`config.mk`:
```
export PLATFORM = sky130hd
export DESIGN_NAME = letc_core_stage_f1
export DESIGN_NICKNAME = d
export VERILOG_FILES = /design/src/rtl/letc_core_pkg.sv /design/src/rtl/letc_core_f1_next_pc.sv /design/src/rtl/letc_core_stage_f1.sv
export SDC_FILE = /design/constraint.sdc
export NUM_CORES = 1
export LEC_CHECK = 0
export BUFFER_PORTS_ARGS = -buffer_cell sky130_fd_sc_hd__buf_2
export CAP_MARGIN = 20
export CORE_MARGIN = 4
export CORE_UTILIZATION = 45
export CTS_CLUSTER_DIAMETER = 150
export DETAILED_ROUTE_END_ITERATION = 10
export PLACE_DENSITY = 0.68
export SETUP_SLACK_MARGIN = 0.5
export SLEW_MARGIN = 10
export SYNTH_ARGS = -nofsm -noshare
export SYNTH_HDL_FRONTEND = slang
export SYNTH_SLANG_ARGS = --single-unit
```
`constraint.sdc`:
```
create_clock -name i_clk -period 5 [get_ports i_clk]
set_input_delay 0.5 -clock i_clk [delete_from_list [all_inputs] [get_ports i_clk]]
set_output_delay 0.5 -clock i_clk [all_outputs]
set_load 0.01 [all_outputs]
```
`src/rtl/letc_core_pkg.sv`:
```
// Shared types and constants for the LETC core fetch path.
package letc_core_pkg;

    typedef logic [29:0] pc_word_t;

    typedef struct packed {
        logic      valid;
        pc_word_t  pc_word;
        logic [31:0] fetch_addr;
    } f1_to_f2_s;

    localparam pc_word_t RESET_PC_WORD_DEFAULT = 30'h0;

    function automatic logic [31:0] word_to_byte(input pc_word_t word);
        return {word, 2'b00};
    endfunction

endpackage

```
`src/rtl/letc_core_f1_next_pc.sv`:
```
// F1 fetch target selection: trap > branch > pending redirect > current pc, plus the +1 successor.
module letc_core_f1_next_pc
    import letc_core_pkg::*;
(
    input  logic     trap_valid,
    input  pc_word_t trap_pc_word,
    input  logic     branch_valid,
    input  pc_word_t branch_pc_word,
    input  logic     pend_valid,
    input  pc_word_t pend_pc_word,
    input  pc_word_t pc_word,
    output logic     redirect_any,
    output pc_word_t redirect_target,
    output pc_word_t sel_pc_word,
    output pc_word_t sel_pc_word_inc
);

    always_comb begin
        redirect_any    = trap_valid | branch_valid;
        redirect_target = trap_valid ? trap_pc_word : branch_pc_word;
        if (redirect_any)
            sel_pc_word = redirect_target;
        else if (pend_valid)
            sel_pc_word = pend_pc_word;
        else
            sel_pc_word = pc_word;
        // 30-bit add wraps 3FFFFFFF -> 0 naturally
        sel_pc_word_inc = sel_pc_word + 30'd1;
    end

endmodule

```
`src/rtl/letc_core_stage_f1.sv`:
```
// LETC core F1: owns the fetch PC and issues one registered word-aligned fetch per cycle to F2.
// Optional fetch counter port o_fetch_count is built when LETC_CORE_F1_PERF_CNT_EN is defined.
//
// state          | meaning
// F1_IDLE        | no fetch issued; waiting for i_fetch_en
// F1_RUN         | one fetch issued per unstalled cycle
// F1_REDIR_PEND  | redirect arrived while stalled; target held in pend_pc_word
module letc_core_stage_f1
    import letc_core_pkg::*;
#(
    parameter pc_word_t RESET_PC_WORD = RESET_PC_WORD_DEFAULT
) (
    input  logic        i_clk,
    input  logic        i_rst_n,
    input  logic        i_fetch_en,
    output logic        o_stage_ready,
    input  logic        i_stage_flush,
    input  logic        i_stage_stall,
    input  logic        i_redirect_valid,
    input  logic [29:0] i_redirect_pc_word,
    input  logic        i_trap_valid,
    input  logic [29:0] i_trap_pc_word,
    output f1_to_f2_s   o_f1_to_f2
`ifdef LETC_CORE_F1_PERF_CNT_EN
    ,
    output logic [31:0] o_fetch_count
`endif
);

    typedef enum logic [1:0] {
        F1_IDLE       = 2'd0,
        F1_RUN        = 2'd1,
        F1_REDIR_PEND = 2'd2
    } f1_state_e;

    f1_state_e state;
    pc_word_t  pc_word;
    pc_word_t  pend_pc_word;
    logic      pend_valid;
    logic      redirect_any;
    pc_word_t  redirect_target;
    pc_word_t  sel_pc_word;
    pc_word_t  sel_pc_word_inc;
    logic      fetch_fire;

    assign pend_valid = (state == F1_REDIR_PEND);

    letc_core_f1_next_pc u_next_pc (
        .trap_valid      (i_trap_valid),
        .trap_pc_word    (i_trap_pc_word),
        .branch_valid    (i_redirect_valid),
        .branch_pc_word  (i_redirect_pc_word),
        .pend_valid      (pend_valid),
        .pend_pc_word    (pend_pc_word),
        .pc_word         (pc_word),
        .redirect_any    (redirect_any),
        .redirect_target (redirect_target),
        .sel_pc_word     (sel_pc_word),
        .sel_pc_word_inc (sel_pc_word_inc)
    );

    assign fetch_fire = !i_stage_flush && !i_stage_stall && i_fetch_en &&
                        ((state == F1_RUN) || (state == F1_REDIR_PEND));

    assign o_stage_ready = (state == F1_RUN) && !i_stage_stall;

    always_ff @(posedge i_clk or negedge i_rst_n) begin
        if (!i_rst_n) begin
            state        <= F1_IDLE;
            pc_word      <= RESET_PC_WORD;
            pend_pc_word <= '0;
            o_f1_to_f2   <= '0;
        end else if (i_stage_flush) begin
            // Kill this cycle's fetch; any redirect or pending target lands in pc for a 1-bubble restart
            o_f1_to_f2.valid <= 1'b0;
            pc_word          <= sel_pc_word;
            pend_pc_word     <= '0;
            state            <= i_fetch_en ? F1_RUN : F1_IDLE;
        end else if (i_stage_stall) begin
            if (redirect_any) begin
                pend_pc_word <= redirect_target;
                state        <= F1_REDIR_PEND;
            end
        end else begin
            case (state)
                F1_IDLE: begin
                    o_f1_to_f2.valid <= 1'b0;
                    pc_word          <= sel_pc_word;
                    if (i_fetch_en)
                        state <= F1_RUN;
                end
                F1_RUN, F1_REDIR_PEND: begin
                    pend_pc_word <= '0;
                    if (i_fetch_en) begin
                        o_f1_to_f2 <= '{valid: 1'b1, pc_word: sel_pc_word,
                                        fetch_addr: word_to_byte(sel_pc_word)};
                        pc_word    <= sel_pc_word_inc;
                        state      <= F1_RUN;
                    end else begin
                        o_f1_to_f2.valid <= 1'b0;
                        pc_word          <= sel_pc_word;
                        state            <= F1_IDLE;
                    end
                end
                default: state <= F1_IDLE;
            endcase
        end
    end

`ifdef LETC_CORE_F1_PERF_CNT_EN
    always_ff @(posedge i_clk or negedge i_rst_n) begin
        if (!i_rst_n)
            o_fetch_count <= '0;
        else if (fetch_fire)
            o_fetch_count <= o_fetch_count + 32'd1;
    end
`endif

    // Hazard control never flushes and stalls the same cycle
    flush_stall_exclusive: assert property (@(posedge i_clk) disable iff (!i_rst_n)
        !(i_stage_flush && i_stage_stall));

endmodule

```
## Word level (Yosys, flattened, before mapping)

Index checks and enable logic that the tools add are counted.
Widths: inputs -> output; s select.

| storage, ports and cells | value |
|---|---|
| flip-flop bits (word level) | 93 |
| input bits | 67 |
| output and inout port bits | 64 |
| word-level logic and storage cells | 47 |

| cells by class | value |
|---|---|
| add/subtract/negate cells | 1 |
| equal/unequal tests | 5 |
| muxes and demuxes | 23 |
| bitwise operators | 3 |
| reduce and logical (&&, ||, !) cells | 10 |

Operators by type and width:

| operator | number |
|---|---|
| $mux 30 | 10 |
| $mux 62 | 2 |
| $mux 63 | 1 |
| $pmux 30 s2 | 1 |
| $add 30x1->30 const B | 1 |
| $mux 2 | 4 |
| $reduce_and 2->1 | 3 |
| $reduce_bool 3->1 | 2 |
| $ne 4x4->1 const B | 1 |
| $pmux 2 s2 | 1 |
| $reduce_and 4->1 | 1 |
| $mux 1 | 3 |
| $ne 3x2->1 const B | 1 |
| $eq 2x1->1 const B | 1 |
| $eq 2x2->1 const B | 1 |
| $logic_not 2->1 | 1 |
| $ne 2x2->1 const B | 1 |
| $not 1->1 | 2 |
| $pmux 1 s2 | 1 |
| $reduce_or 2->1 | 1 |
| $logic_and 1x1->1 | 1 |
| $logic_not 1->1 | 1 |
| $or 1x1->1 | 1 |

## Longest topological paths before layout

| logic depth | value |
|---|---|
| depth in word-level cells | 8 |
| mapped depth | 13 |
| depth with buffers taken out | 9 |

## Modules after synthesis

Synthesis repeated with hierarchy kept, for this count alone.

| second synthesis, totals | value |
|---|---|
| cell total of the unflattened synthesis | 651 |
| area total of the unflattened synthesis | 6879.1 µm² |

Modules (own cells, without submodules):

| module | times used | cells an instance | area an instance (µm²) | seq. area each (µm²) |
|---|---|---|---|---|
| letc_core_stage_f1 | 1 | 326 | 4621.9 | 2327.2 |
| letc_core_f1_next_pc | 1 | 325 | 2257.2 | 0.0 |

## Worst setup path after synthesis

Ideal clock, no wire load.

| timing | value |
|---|---|
| path kind | flip-flop to flip-flop |
| start point | register state[0] |
| end point | register pc_word[29] |
| library setup time | 0.095 ns |
| data arrival time | 2.744 ns |
| data required time | 4.905 ns |
| path slack | 2.161 ns |
| stages on the path, launching flop included | 11 |
| buffers on the path | 2 |
| clock period less this slack | 2.839 ns |
| cell sequence | dfrtp_1 -> inv_1 -> ha_1 -> buf_4 -> mux2i_1 -> mux2_4 -> or4_1 -> buf_2 -> or4_4 -> o31a_1 -> o31ai_1 |

| on the way | value |
|---|---|
| word-level cells in the longest chain between the ends | 8 |
| elaborated cells on any way between the ends | 13 |
| classes of those cells | add/sub: 1; eq/ne: 2; mux: 6; reduce/logical: 4 |

Ends and longest elaborated chain:

| element | RTL line | RTL |
|---|---|---|
| from (decl) | letc_core_stage_f1.sv:36 | `f1_state_e state;` |
| from (signal assigned) | letc_core_stage_f1.sv:78 | `state <= i_fetch_en ? F1_RUN : F1_IDLE;` |
| $eq 2x2->1 | letc_core_stage_f1.sv:46, letc_core_stage_f1.sv:85 |  |
| $mux 30 | letc_core_f1_next_pc.sv:23 | `else if (pend_valid)` |
| $mux 30 | letc_core_f1_next_pc.sv:21 | `if (redirect_any)` |
| $add 30x1->30 | letc_core_f1_next_pc.sv:28 | `sel_pc_word_inc = sel_pc_word + 30'd1;` |
| $mux 30 | letc_core_stage_f1.sv:94 | `if (i_fetch_en) begin` |
| $pmux 30 s2 | letc_core_stage_f1.sv:85 | `case (state)` |
| $mux 30 | letc_core_stage_f1.sv:79 | `end else if (i_stage_stall) begin` |
| $mux 30 | letc_core_stage_f1.sv:73 | `end else if (i_stage_flush) begin` |
| to (signal assigned) | letc_core_stage_f1.sv:76 | `pc_word <= sel_pc_word;` |
| to (signal assigned) | letc_core_stage_f1.sv:88 | `pc_word <= sel_pc_word;` |
| to (signal assigned) | letc_core_stage_f1.sv:97 | `pc_word <= sel_pc_word_inc;` |
| to (decl) | letc_core_stage_f1.sv:37 | `pc_word_t pc_word;` |

Parallel ways exist; a longest one is shown, timed or not. The select of a mux whose other input is x is not followed.
A chain may end at the register's enable or synchronous reset.

## Worst setup path after layout

| timing | value |
|---|---|
| start point | register state[0] |
| end point | register pc_word[18] |

| on the way | value |
|---|---|
| word-level cells in the longest chain between the ends | 8 |
| elaborated cells on any way between the ends | 13 |
| classes of those cells | add/sub: 1; eq/ne: 2; mux: 6; reduce/logical: 4 |

Ends and longest elaborated chain:

| element | RTL line | RTL |
|---|---|---|
| $eq 2x2->1 | letc_core_stage_f1.sv:46 | `assign pend_valid = (state == F1_REDIR_PEND);` |
| $mux 30 | letc_core_f1_next_pc.sv:23 |  |
| $mux 30 | letc_core_f1_next_pc.sv:21 |  |
| via sel_pc_word[0] | letc_core_stage_f1.sv:42 | `pc_word_t sel_pc_word;` |
| $add 30x1->30 | letc_core_f1_next_pc.sv:28 |  |
| $mux 30 | letc_core_stage_f1.sv:94 |  |
| $pmux 30 s2 | letc_core_stage_f1.sv:85 |  |
| $mux 30 | letc_core_stage_f1.sv:79 |  |
| $mux 30 | letc_core_stage_f1.sv:73 |  |

The timed path passes the listed nets, and every way through them passes these cells. The select of a mux whose other input is x is not followed.

==> out/results.env <==
NETLIST_AREA_MM2=0.00570
WORST_IR_DROP_VDD_mV=0.158
ARRIVAL_NS=3.99
MAX-SLEW-MARGIN-REL_PCT=30.0
FILLCELLCOUNT=1147
FINAL_LAYOUT_SIZE_SUFFIX_GT1_SHARE_PCT=26.1
SYNTH_ADDER_AREA_SHARE_PCT=1.10
SYNTH.TOP_CELLS.BY_AREA='dfrtp_1, nand2_1, buf_4'
TIGHTEST_HOLD_CHECK_TYPE='input pin to async pin'
POWER_DENSITY_mW_PER_MM2=374
FINALMAXSLEWVIOLATIONS=0
FINAL-SETUP-VIOL-COUNT=0
CORE.ROWCOUNT=40
SYN-INSTANCE-COUNT=650
YOSYS.AREA_SHARE.XOR_XNOR_PCT=1.54
TIGHTESTPINTRANSITION_NS=1.05
CLK_LATENCY_NS=0.34
LAYOUT.NETS=795
FINAL.HOLD.WORST_SLACK_NS=0.115
CRITICAL_PATH_REQUIRED_NS=5.25
IOS=131
TOTAL_DETAILED_ROUTING_WIRELENGTH_MM=15.6
WL_PER_CELL_UM=17.4
PERIOD_MINUS_SLACK_NS=3.74
GRT_SETUP_UNREPAIRED='false'
DRT_ITER0_MARKERS=414
VIAS_PER_CELL=5.65
SYNTH_ASYNC_SR_FLOP_SHARE_PCT=100
POST_SYNTH_MUX_AREA_SHARE_PCT=8.16
CAP_VIOLATIONS=0
SYNTH_AREA_LEADER_CELL='dfrtp_1'
SYN_AVG_CELL_AREA_UM2=8.78
CLOCK_SINK_COUNT=93
TRITONCTS='yes'
REMAINING_DRC_ERRORS=0
SYNTH-SEQ-CELLS=93
CRIT_FANOUT=32
KIND_OF_CAPTURE_POINT_OF_THE_WORST_SETUP_PATH='register'
FMAXACHIEVABLE_MHz=267
WIRE_LENGTH_OF_THE_FIRST_GLOBAL_ROUTING_PASS_MM=24.9
STARTPOINT_TYPE='register'
SYNTH_WARNINGS=0
SYNTH_COMPOUND_AREA_SHARE_PCT=18.6
FINAL_AREA_MM2=0.00650
CORE_MM2=0.0122
CTS_INSERTED_BUFFERS=9
SYNTH_TOP_CELL_AREA_SHARE_PCT=40.8
NUMBER_OF_VIAS_AFTER_DETAILED_ROUTING=5062
FINAL.PERIOD_UTILIZATION_PCT=74.8
FLOORPLAN_DIE_AREA_MM2=0.0145
PIN_COUNT_OF_THE_BIGGEST_NET_ENTERING_GLOBAL_ROUTING=58
GRT_REMAINING_OVERFLOW=0
MAIN_COMBINATIONAL_CELL_FAMILY_BY_AREA_AFTER_SYNTHESIS='simple AND/OR/NAND/NOR gates'
TIMING.SETUP.CRITICAL_PATH_CLASS='register to register'
SYNTH_EDF_COUNT=0
POSTCTSHOLDBUFS=0
POST_DP_CELL_AREA_MM2=0.00619
LAYOUT.CELLS.MOST_COMMON_LIST='buf_2, nand2_1, dfrtp_1'
FLOORPLAN_DIE_HEIGHT_UM=121
FIRST_GLOBAL_VIAS=4912
IO_BUFFER_COUNT=128
CTS-HTREE-LEVELS=3
INITIAL_CORE_UTIL_PCT=46.7
ROUTE.ANTENNA.REMAINING_NETS=0
SIMPLE_LOGIC_CELL_FRACTION_OF_THE_SYNTHESIZED_AREA_PCT=21.4
TNS_NS=0
LEAKAGE_POWER_uW=0.00308
N_ANTENNA_CELL=0
YOSYSUNIQUECELLTYPES=60
SETUP_BUFS_POST_CTS=0
POST_CTS_RESIZE_COUNT=0
TIMING.FINAL.HOLD_VIOLATIONS=0
CTS.CLK_SLEW.WORST_PATHS_NS=0.06
COMMONEST_NON_FILL_NON_TAP_CELL_IN_THE_LAYOUT='buf_2'
HPWLAFTERDP_MM=10.9
SETUP_SKEW_NS=0.00442
CLOCK_TREE.BUFFER_DEPTH=2
DIE_W_UM=121
GLOBALROUTETOTALUTIL_PCT=21.4
DOMINANTREGCELLSYNTH='dfrtp_1'
DRTPASS1ITERATIONS=7
AREA.GROWTH.SYNTH_TO_FINAL_PCT=14.0
STATUS='complete, no violations'
FINALWEIGHTEDCONGESTION=0.917
YOSYSSEQAREASHARE_PCT=40.8
CLK_ROOT_BUFFER_CELL='clkbuf_16'
TOTAL_POWER_uW=2430
ANTENNA_FOUND_INITIAL=0
==> cell type report <==
cell class / count / area, um^2 / share of cell area (%)
inverters: 4 / 15.0 / 0.231
clock inverters: 3 / 42.5 / 0.654
repair buffers: 138 / 718 / 11.0
multi-input cells: 477 / 2920 / 44.9
flip-flops and latches: 93 / 2330 / 35.8
well taps: 168 / 210 / 3.23
clock buffers: 13 / 270 / 4.16
==> Yosys cell counts, types with 5 or more instances <==
cell	instances
mux2i_1	27
nor4_1	6
nand3b_1	8
o31ai_1	12
and3b_1	12
xnor2_1	6
a21boi_0	5
nor3_1	15
o211ai_1	7
a22o_1	6
dfrtp_1	93
a31oi_1	6
clkbuf_1	28
mux2_2	16
a221o_1	6
nand2_1	123
buf_2	6
nand3_1	14
ha_1	5
a21oi_1	37
buf_4	37
o21ai_0	50
nor2_1	42
and4_1	7
==> where the power goes <==
part / switching (uW) / internal, uW / total [uW] / leakage [uW]
Sequential: 94.3 / 898 / 993 / 0.00119
Combinational: 426 / 299 / 725 / 0.00174
Clock: 289 / 428 / 717 / 0.000152
==> critical path, cell delays in order (launching register included) <==
cell and delay, ns:
dfrtp_1 0.40, inv_1 0.11, ha_2 0.83, mux2_2 0.30
a221o_1 0.25, ha_1 0.18, nand2_1 0.18, nor4_2 0.77
buf_4 0.29, a21oi_1 0.08, o31ai_1 0.25
==> state kept, by name, indices dropped and copies added, names as in the netlist <==
name and count:
o_f1_to_f2 31, pc_word 30, pend_pc_word 30, state 2
==> path summary, 6_finish.rpt <==
kind	start	endpoint	slack [ns]	cells after the start
hold / removal	i_rst_n	pend_pc_word[24]	0.12	1
max in group asynchronous	i_rst_n	o_f1_to_f2[52]	3.77	2
min in group i_clk	i_stage_flush	state[1]	0.44	2
hold reg to reg	o_f1_to_f2[62]	o_f1_to_f2[62]	0.48	2
setup / recovery	state[0]	pc_word[18]	1.26	10
setup reg to reg	state[0]	pc_word[18]	1.26	10
==> kinds of logic (layout without fill, tap and decap cells) <==
group	count (synthesis)	after routing
simple gates	252	252
compound gates	164	164
flops	93	93
buf+inv	81	158
mux	44	44
xor+xnor	10	10
fa+ha+maj	5	5
other cells	1	2
==> layer usage <==
metal / part of all wire (%) / GRT usage, % / up-vias
li1: - / - / 2431
met1: 44 / 27.8 / 2436
met2: 49 / 36.8 / 172
met3: 5.3 / 2.85 / 23
met4: 2.1 / 7.15 / 0
met5: 0 / 0 / -
==> stage by stage <==
step / util [%] / std cells / setup slack (ns)
4_1_cts: 53.2 / 896 / 1.21
2_1_floorplan: - / 651 / 2.16
6_report: 53.2 / 896 / 1.26
3_5_place_dp: 50.7 / 880 / 1.21
5_1_grt: 53.2 / 896 / 0.991
3_3_place_gp: 50.7 / 880 / 1.44
Note: power is estimated with default switching activity, not from simulation.
